<file path="src/rtl/fft_pkg.sv">
// Shared types and index helpers for the radix-4 FFT input path.
package fft_pkg;

    localparam int CPLX_W = 16;

    typedef struct packed {
        logic signed [CPLX_W-1:0] re;
        logic signed [CPLX_W-1:0] im;
    } cplx_t;

    // Number of base-4 digits needed to index n points (n a power of 4).
    function automatic int clog4(input int n);
        int r;
        r = 0;
        for (int i = 0; i < 16; i++) begin
            if ((1 << (2 * i)) < n) r = i + 1;
        end
        return r;
    endfunction

    // Reverse the order of the low log4n base-4 digits of idx.
    function automatic int digitrev(input int idx, input int log4n);
        int r;
        int v;
        r = 0;
        v = idx;
        for (int i = 0; i < 16; i++) begin
            if (i < log4n) begin
                r = (r << 2) | (v & 3);
                v = v >> 2;
            end
        end
        return r;
    endfunction

endpackage

</file>
<file path="src/rtl/fft_r4_pingpong_inbuf_if.sv">
// Sample-in / sample-out stream bundle of the ping-pong input buffer.
interface fft_r4_pingpong_inbuf_if #(
    parameter int WIDTH = 16
);
    logic                    in_valid;
    logic                    in_ready;
    logic signed [WIDTH-1:0] in_re;
    logic signed [WIDTH-1:0] in_im;
    logic                    in_last;
    logic                    reorder_en;
    logic                    out_valid;
    logic                    out_ready;
    logic signed [WIDTH-1:0] out_re;
    logic signed [WIDTH-1:0] out_im;
    logic                    out_first;
    logic                    out_last;
    logic                    frame_err;

    modport slave (
        input  in_valid, in_re, in_im, in_last, reorder_en, out_ready,
        output in_ready, out_valid, out_re, out_im, out_first, out_last, frame_err
    );

    modport master (
        output in_valid, in_re, in_im, in_last, reorder_en, out_ready,
        input  in_ready, out_valid, out_re, out_im, out_first, out_last, frame_err
    );
endinterface

</file>
<file path="src/rtl/fft_digit_rev.sv">
// Combinational base-4 digit-reversal of a read index.
module fft_digit_rev
    import fft_pkg::*;
#(
    parameter int LOG4N = 2
) (
    input  logic [2*LOG4N-1:0] idx,
    output logic [2*LOG4N-1:0] rev
);
    localparam int AW = 2 * LOG4N;

    assign rev = AW'(digitrev(int'(idx), LOG4N));
endmodule

</file>
<file path="src/rtl/fft_r4_pingpong_inbuf.sv">
// Two-bank complex frame buffer: one bank fills in natural order while the
// other drains in natural or base-4 digit-reversed order.
module fft_r4_pingpong_inbuf
    import fft_pkg::*;
#(
    parameter int N     = 16,
    parameter int WIDTH = 16,
    parameter int LOG4N = clog4(N)
) (
    input logic                    clk,
    input logic                    rst_n,
    fft_r4_pingpong_inbuf_if.slave bus
);
    localparam int            AW   = 2 * LOG4N;
    localparam logic [AW-1:0] LAST = AW'(N - 1);

    if (N < 4 || (1 << AW) != N) begin : g_bad_n
        $error("fft_r4_pingpong_inbuf: N=%0d is not a power of 4", N);
    end

    typedef struct packed {
        logic signed [WIDTH-1:0] re;
        logic signed [WIDTH-1:0] im;
    } sample_t;

    sample_t       bank [2][N];
    logic [1:0]    full;
    logic [1:0]    mode;
    logic          wr_sel;
    logic          rd_sel;
    logic [AW-1:0] wr_cnt;
    logic [AW-1:0] rd_cnt;
    logic [AW-1:0] rev_cnt;
    logic [AW-1:0] rd_addr;
    sample_t       out_data;
    logic          out_valid;
    logic          out_first;
    logic          out_last;
    logic          frame_err;

    logic accept, wr_end, wr_abort, wr_store, rd_load, rd_end;

    assign bus.in_ready = rst_n & ~full[wr_sel];
    assign accept       = bus.in_valid & bus.in_ready;
    assign wr_end       = accept & (wr_cnt == LAST);
    // An early in_last drops that sample and abandons the partial frame.
    assign wr_abort     = accept & bus.in_last & (wr_cnt != LAST);
    assign wr_store     = accept & ~wr_abort;

    assign rd_load = full[rd_sel] & (~out_valid | bus.out_ready);
    assign rd_end  = rd_load & (rd_cnt == LAST);

    fft_digit_rev #(.LOG4N(LOG4N)) u_digit_rev (
        .idx (rd_cnt),
        .rev (rev_cnt)
    );

    assign rd_addr = mode[rd_sel] ? rev_cnt : rd_cnt;

    // NOTE: sample storage has no reset; whether a bank holds a frame is tracked only by full[].
    always_ff @(posedge clk) begin
        if (wr_store) bank[wr_sel][wr_cnt] <= '{re: bus.in_re, im: bus.in_im};
    end

    // NOTE: all state below uses non-blocking assignments so every process sees pre-edge values.
    always_ff @(posedge clk or negedge rst_n) begin
        if (!rst_n) begin
            wr_sel    <= 1'b0;
            wr_cnt    <= '0;
            mode      <= '0;
            frame_err <= 1'b0;
        end else begin
            frame_err <= accept & (bus.in_last ^ (wr_cnt == LAST));
            if (accept && wr_cnt == '0) mode[wr_sel] <= bus.reorder_en;
            if (wr_end || wr_abort)     wr_cnt <= '0;
            else if (accept)            wr_cnt <= wr_cnt + 1'b1;
            if (wr_end)                 wr_sel <= ~wr_sel;
        end
    end

    // Writer sets and reader clears full[] here; they never target the same bank in one cycle.
    always_ff @(posedge clk or negedge rst_n) begin
        if (!rst_n) begin
            full      <= '0;
            rd_sel    <= 1'b0;
            rd_cnt    <= '0;
            out_data  <= '0;
            out_valid <= 1'b0;
            out_first <= 1'b0;
            out_last  <= 1'b0;
        end else begin
            full <= (full | (wr_end ? (2'b01 << wr_sel) : 2'b00))
                  & ~(rd_end ? (2'b01 << rd_sel) : 2'b00);
            if (rd_load) begin
                out_data  <= bank[rd_sel][rd_addr];
                out_valid <= 1'b1;
                out_first <= (rd_cnt == '0);
                out_last  <= (rd_cnt == LAST);
                rd_cnt    <= rd_end ? '0 : rd_cnt + 1'b1;
                if (rd_end) rd_sel <= ~rd_sel;
            end else if (bus.out_ready) begin
                out_valid <= 1'b0;
                out_first <= 1'b0;
                out_last  <= 1'b0;
            end
        end
    end

    assign bus.out_valid = out_valid;
    assign bus.out_re    = out_data.re;
    assign bus.out_im    = out_data.im;
    assign bus.out_first = out_first;
    assign bus.out_last  = out_last;
    assign bus.frame_err = frame_err;
endmodule

</file>
<file path="src/flat_wrapper.sv">
// flat-port wrapper written by rule: the top's interface ports become plain ports
module fft_r4_pingpong_inbuf_flat import fft_pkg::*;
#(
    parameter int N     = 16,
    parameter int WIDTH = 16,
    parameter int LOG4N = clog4(N)
)
  (clk, rst_n, bus_in_valid, bus_in_re, bus_in_im, bus_in_last, bus_reorder_en, bus_out_ready, bus_in_ready, bus_out_valid, bus_out_re, bus_out_im, bus_out_first, bus_out_last, bus_frame_err);
  fft_r4_pingpong_inbuf_if #(.WIDTH(WIDTH)) bus_i ();
  input logic clk;
  input logic rst_n;
  input wire logic [$bits(bus_i.in_valid)-1:0] bus_in_valid;
  input wire logic [$bits(bus_i.in_re)-1:0] bus_in_re;
  input wire logic [$bits(bus_i.in_im)-1:0] bus_in_im;
  input wire logic [$bits(bus_i.in_last)-1:0] bus_in_last;
  input wire logic [$bits(bus_i.reorder_en)-1:0] bus_reorder_en;
  input wire logic [$bits(bus_i.out_ready)-1:0] bus_out_ready;
  output wire logic [$bits(bus_i.in_ready)-1:0] bus_in_ready;
  output wire logic [$bits(bus_i.out_valid)-1:0] bus_out_valid;
  output wire logic [$bits(bus_i.out_re)-1:0] bus_out_re;
  output wire logic [$bits(bus_i.out_im)-1:0] bus_out_im;
  output wire logic [$bits(bus_i.out_first)-1:0] bus_out_first;
  output wire logic [$bits(bus_i.out_last)-1:0] bus_out_last;
  output wire logic [$bits(bus_i.frame_err)-1:0] bus_frame_err;
  assign bus_i.in_valid = bus_in_valid;
  assign bus_i.in_re = bus_in_re;
  assign bus_i.in_im = bus_in_im;
  assign bus_i.in_last = bus_in_last;
  assign bus_i.reorder_en = bus_reorder_en;
  assign bus_i.out_ready = bus_out_ready;
  assign bus_in_ready = bus_i.in_ready;
  assign bus_out_valid = bus_i.out_valid;
  assign bus_out_re = bus_i.out_re;
  assign bus_out_im = bus_i.out_im;
  assign bus_out_first = bus_i.out_first;
  assign bus_out_last = bus_i.out_last;
  assign bus_frame_err = bus_i.frame_err;
  fft_r4_pingpong_inbuf #(.N(N), .WIDTH(WIDTH), .LOG4N(LOG4N)) u_core (.clk(clk), .rst_n(rst_n), .bus(bus_i));
endmodule
</file>
<file path="config.mk">
export PLATFORM = sky130hd
export DESIGN_NAME = fft_r4_pingpong_inbuf_flat
export DESIGN_NICKNAME = d
export VERILOG_FILES = /design/src/rtl/fft_pkg.sv /design/src/rtl/fft_r4_pingpong_inbuf_if.sv /design/src/rtl/fft_digit_rev.sv /design/src/rtl/fft_r4_pingpong_inbuf.sv /design/src/flat_wrapper.sv
export SDC_FILE = /design/constraint.sdc
export NUM_CORES = 1
export LEC_CHECK = 0
export CORE_MARGIN = 2
export CORE_UTILIZATION = 57
export DETAILED_ROUTE_END_ITERATION = 10
export DONT_BUFFER_PORTS = 1
export PLACE_DENSITY = 0.81
export SLEW_MARGIN = 20
export SYNTH_ARGS = -nofsm -noshare
export SYNTH_HDL_FRONTEND = slang
export SYNTH_SLANG_ARGS = --single-unit
</file>
<file path="constraint.sdc">
create_clock -name clk -period 3.6 [get_ports clk]
set_input_delay 0.54 -clock clk [delete_from_list [all_inputs] [get_ports clk]]
set_output_delay 0.54 -clock clk [all_outputs]
set_load 0.005 [all_outputs]
</file>
==> key figures <==
Run
  • Max Cap Viol: 0

GRT
  • GRT Util Overall: 0.316
  • Pin count of the biggest net entering global routing: 114
  • Gr ovfl total: 0
  • Vias in the first global route: 29900
  • Initial antenna violation count: 4
  • First-pass GRT wire length: 192 mm

Clock network
  • Clk root buf: clkbuf_16
  • Htree depth: 3
  • Clk Latency, worst-skew pair: 0.67 ns
  • Clock sink total: 1074
  • CTS tree: built
  • Post-CTS sizing: 0
  • Num CTS Buffers: 98
  • Clock Tree Buf Depth: 3
  • Clock slew seen by the registers of the worst setup and hold paths: 0.07 ns

Drt
  • First-pass detailed-route iteration total: 7
  • DR WL met3: 17.0 mm
  • Metal-1 WL: 45.4 mm
  • Post-DRT Antenna Nets: 0
  • Routed len/inst: 32.1 µm
  • Initial detailed-routing violation count: 4922
  • Routed vias: 30000
  • Residual DRC count: 0
  • Routed wire length: 132 mm
  • DR WL met2: 61.9 mm
  • Max Used Layer: met5
  • Via/cell ratio: 7.31

Power
  • Switching power: 11.9 mW
  • Sw frac: 0.332
  • Lkg Pwr: 16.5 nW
  • Combinational fraction of design power: 0.297
  • P_int: 24.0 mW
  • Reg power frac: 0.405
  • Pwr dens: 702 mW/mm²
  • Clock power share: 0.298
  • Peak VDD IR: 0.656 mV

Placed design
  • GP Congestion: 0.908
  • DPL Wire Length: 73.3 mm
  • Port Buf Inserts: 0

Setup path
  • Worst EP required: 4.17 ns
  • Worst path cell trace: mux2i_4 > buf_4 > mux2i_4 > buf_12 > buf_4 > a221oi_1 > o41ai_1 > a21oi_1 > a41oi_1
  • Slowest CP cell: dfrtp_4
  • Startpoint types: flip-flop
  • Crit-path max cell delay: 0.51 ns
  • Reg2Reg Depth: 9
  • Max FO, Critical Path: 70
  • Crit Path Class: flip-flop to flip-flop
  • Worst Setup End Kind: flip-flop
  • WP data arrival: 3.85 ns

Synth
  • Yosys warns: 0
  • Synth Register Bits: 1074
  • Post-Syn Instances: 2947
  • Cell area after synthesis: 0.0458 mm²
  • Syn Area/Cell: 15.5 µm²
  • Sequential fraction of the synthesis area: 0.699
  • Synthesized netlist net count: 2991
  • Unique masters post-synth: 67
  • Cell taking the most area after synthesis: edfxtp_1
  • Synth area leaders: edfxtp_1 (67%), mux2i_1 (7.7%), dfrtp_1 (2.7%), a22oi_1 (2.5%), mux4_2 (1.8%)
  • Async set-reset flop share out of synthesis: 0.0466
  • Area share of the largest cell type after synthesis: 0.672
  • Top FF cell, synth: edfxtp_1
  • EDFF count, synth: 1024

Timing
  • Fin crit share: 0.910
  • Final Hold Viols: 0
  • Final Slew Violations: 0
  • FMAX: 0.305 GHz
  • Crit path time final: 3.28 ns
  • RSZ-0062 raised after global routing: false
  • Slew headroom: 0.235
  • Setup TNS: 0 ns
  • Clock Skew: 0.0387 ns
  • Final setup vio count: 0
  • Worst slew pin tran: 1.13 ns

Outcome
  • Status: finished, final reports clean

Floorplan
  • Core ar.: 0.0793 mm²
  • # IOs: 75
  • # rows: 103
  • Die ar.: 0.0826 mm²
  • Die height: 287 µm
  • Initial Util: 0.578
  • Die width: 287 µm

Finish
  • Area Overhead vs Synth: 12.0%
  • Filler cells: 5130
  • Final core utilization: 0.647
  • Share of layout cells above drive strength 1: 0.151
  • Area of the multi-input gates: 0.0130 mm²
  • # nets final: 3016
  • Register Area: 0.0320 mm²

Hold path
  • WHS Path Cells: 2
  • Hold Path Class: primary input to flip-flop
-- state kept, by name (all words and copies together), names as in the netlist --
name                  count
u_core.bank            1024
u_core.bus.frame_err      1
u_core.bus.out_first      1
u_core.bus.out_im        16
u_core.bus.out_last       1
u_core.bus.out_re        16
u_core.bus.out_valid      1
u_core.full               2
u_core.mode               2
u_core.rd_cnt             4
u_core.rd_sel             1
u_core.wr_cnt             4
u_core.wr_sel             1
-- kinds of logic after synthesis --
kind of cell    share of synthesized area
mux                                 0.115
buf+inv                            0.0242
simple gates                       0.0504
flops                               0.699
xor+xnor                         0.000574
compound gates                      0.109
fa+ha+maj                         0.00164
-- synthesized netlist by cell type (72+ instances only) --
| cell type | count |
|---|---|
| buf_2 | 83 |
| edfxtp_1 | 1024 |
| mux2i_1 | 354 |
| clkbuf_1 | 93 |
| a211oi_1 | 86 |
| a21oi_1 | 100 |
| nand3_1 | 79 |
| nand2_1 | 131 |
| o22ai_1 | 78 |
| a22oi_1 | 152 |
| nor2_1 | 100 |
| mux2_2 | 72 |
-- through the flow --
| step | power (mW) | hold WS [ns] | setup WS [ns] | instance area (µm²) | cells |
|---|---|---|---|---|---|
| final | 36.0 | 0.0359 | 0.323 | 51300 | 4108 |
| after global routing | 36.8 | 0.0315 | 0.217 | 51300 | 4108 |
| after CTS | 35.6 | 0.0200 | 0.344 | 51300 | 4106 |
| after detailed placement | 24.8 | 0.250 | 0.410 | 47500 | 3887 |
| after global placement | 24.5 | 0.249 | 0.478 | 47500 | 3887 |
| after floorplan | 21.5 | 0.244 | 0.00175 | 45800 | 2947 |
-- placed cells by master, fill, tap and decap left out, drive strengths merged, types with 72 or more instances in the layout --
master and n:
clkbuf 138, o22ai 78, edfxtp 1024, a211oi 86, a22oi 152, buf 144
nand3 79, mux2i 358, nand2 132, a21oi 101, mux2 72, nor2 102
-- area by class of cell --
cell class	count	share of cell area
Clock inverter	46	0.0102
Sequential cell	1074	0.624
Multi-Input combinational cell	1641	0.254
Inverter	11	0.000805
Clock buffer	138	0.0542
Timing Repair Buffer	146	0.0309
Antenna cell	2	0.0000976
Tap cell	1050	0.0256
-- metal layers --
layer / track usage / up-vias
li1: - / 12100
met1: 0.403 / 14900
met2: 0.497 / 2532
met3: 0.0827 / 529
met4: 0.175 / 4
met5: 0 / -
-- critical path, delay by kind of cell (launching register included) --
family                 cells  cell delay (ns)
AO/OA/AOI/OAI              4             0.82
buffers and inverters      3             1.05
flip-flops                 1             0.51
multiplexers               2             0.72
-- worst paths after layout --
check | start | end | slack (ns)
max reg2reg | u_core.rd_sel | u_core.bus.out_im[6] | 0.32
max in group asynchronous | rst_n | u_core.bus.out_valid | 2.85
min reg2reg | u_core.full[0] | u_core.full[0] | 0.56
min in group asynchronous | rst_n | u_core.bus.out_re[6] | 0.45
max | u_core.rd_sel | u_core.bus.out_im[6] | 0.32
min | bus_in_last | u_core.bus.frame_err | 0.04
-- power by group through the flow --
stage,Clock [mW],Combinational [mW],Sequential (mW)
3_3_place_gp,0,9.66,14.8
4_1_cts,10.7,10.3,14.6
5_1_grt,11.2,11.1,14.6
3_5_place_dp,0,9.93,14.8
6_report,10.7,10.7,14.6
2_1_floorplan,0,7.03,14.5
-- repair_timing --
| item | 4_1_cts | 5_1_grt |
|---|---|---|
| hold endpoints to repair | 1076 | 0 |
| buffers inserted | 0 | 0 |
| hold buffers | 35 | 0 |
Note: power is estimated with default switching activity, not from simulation.
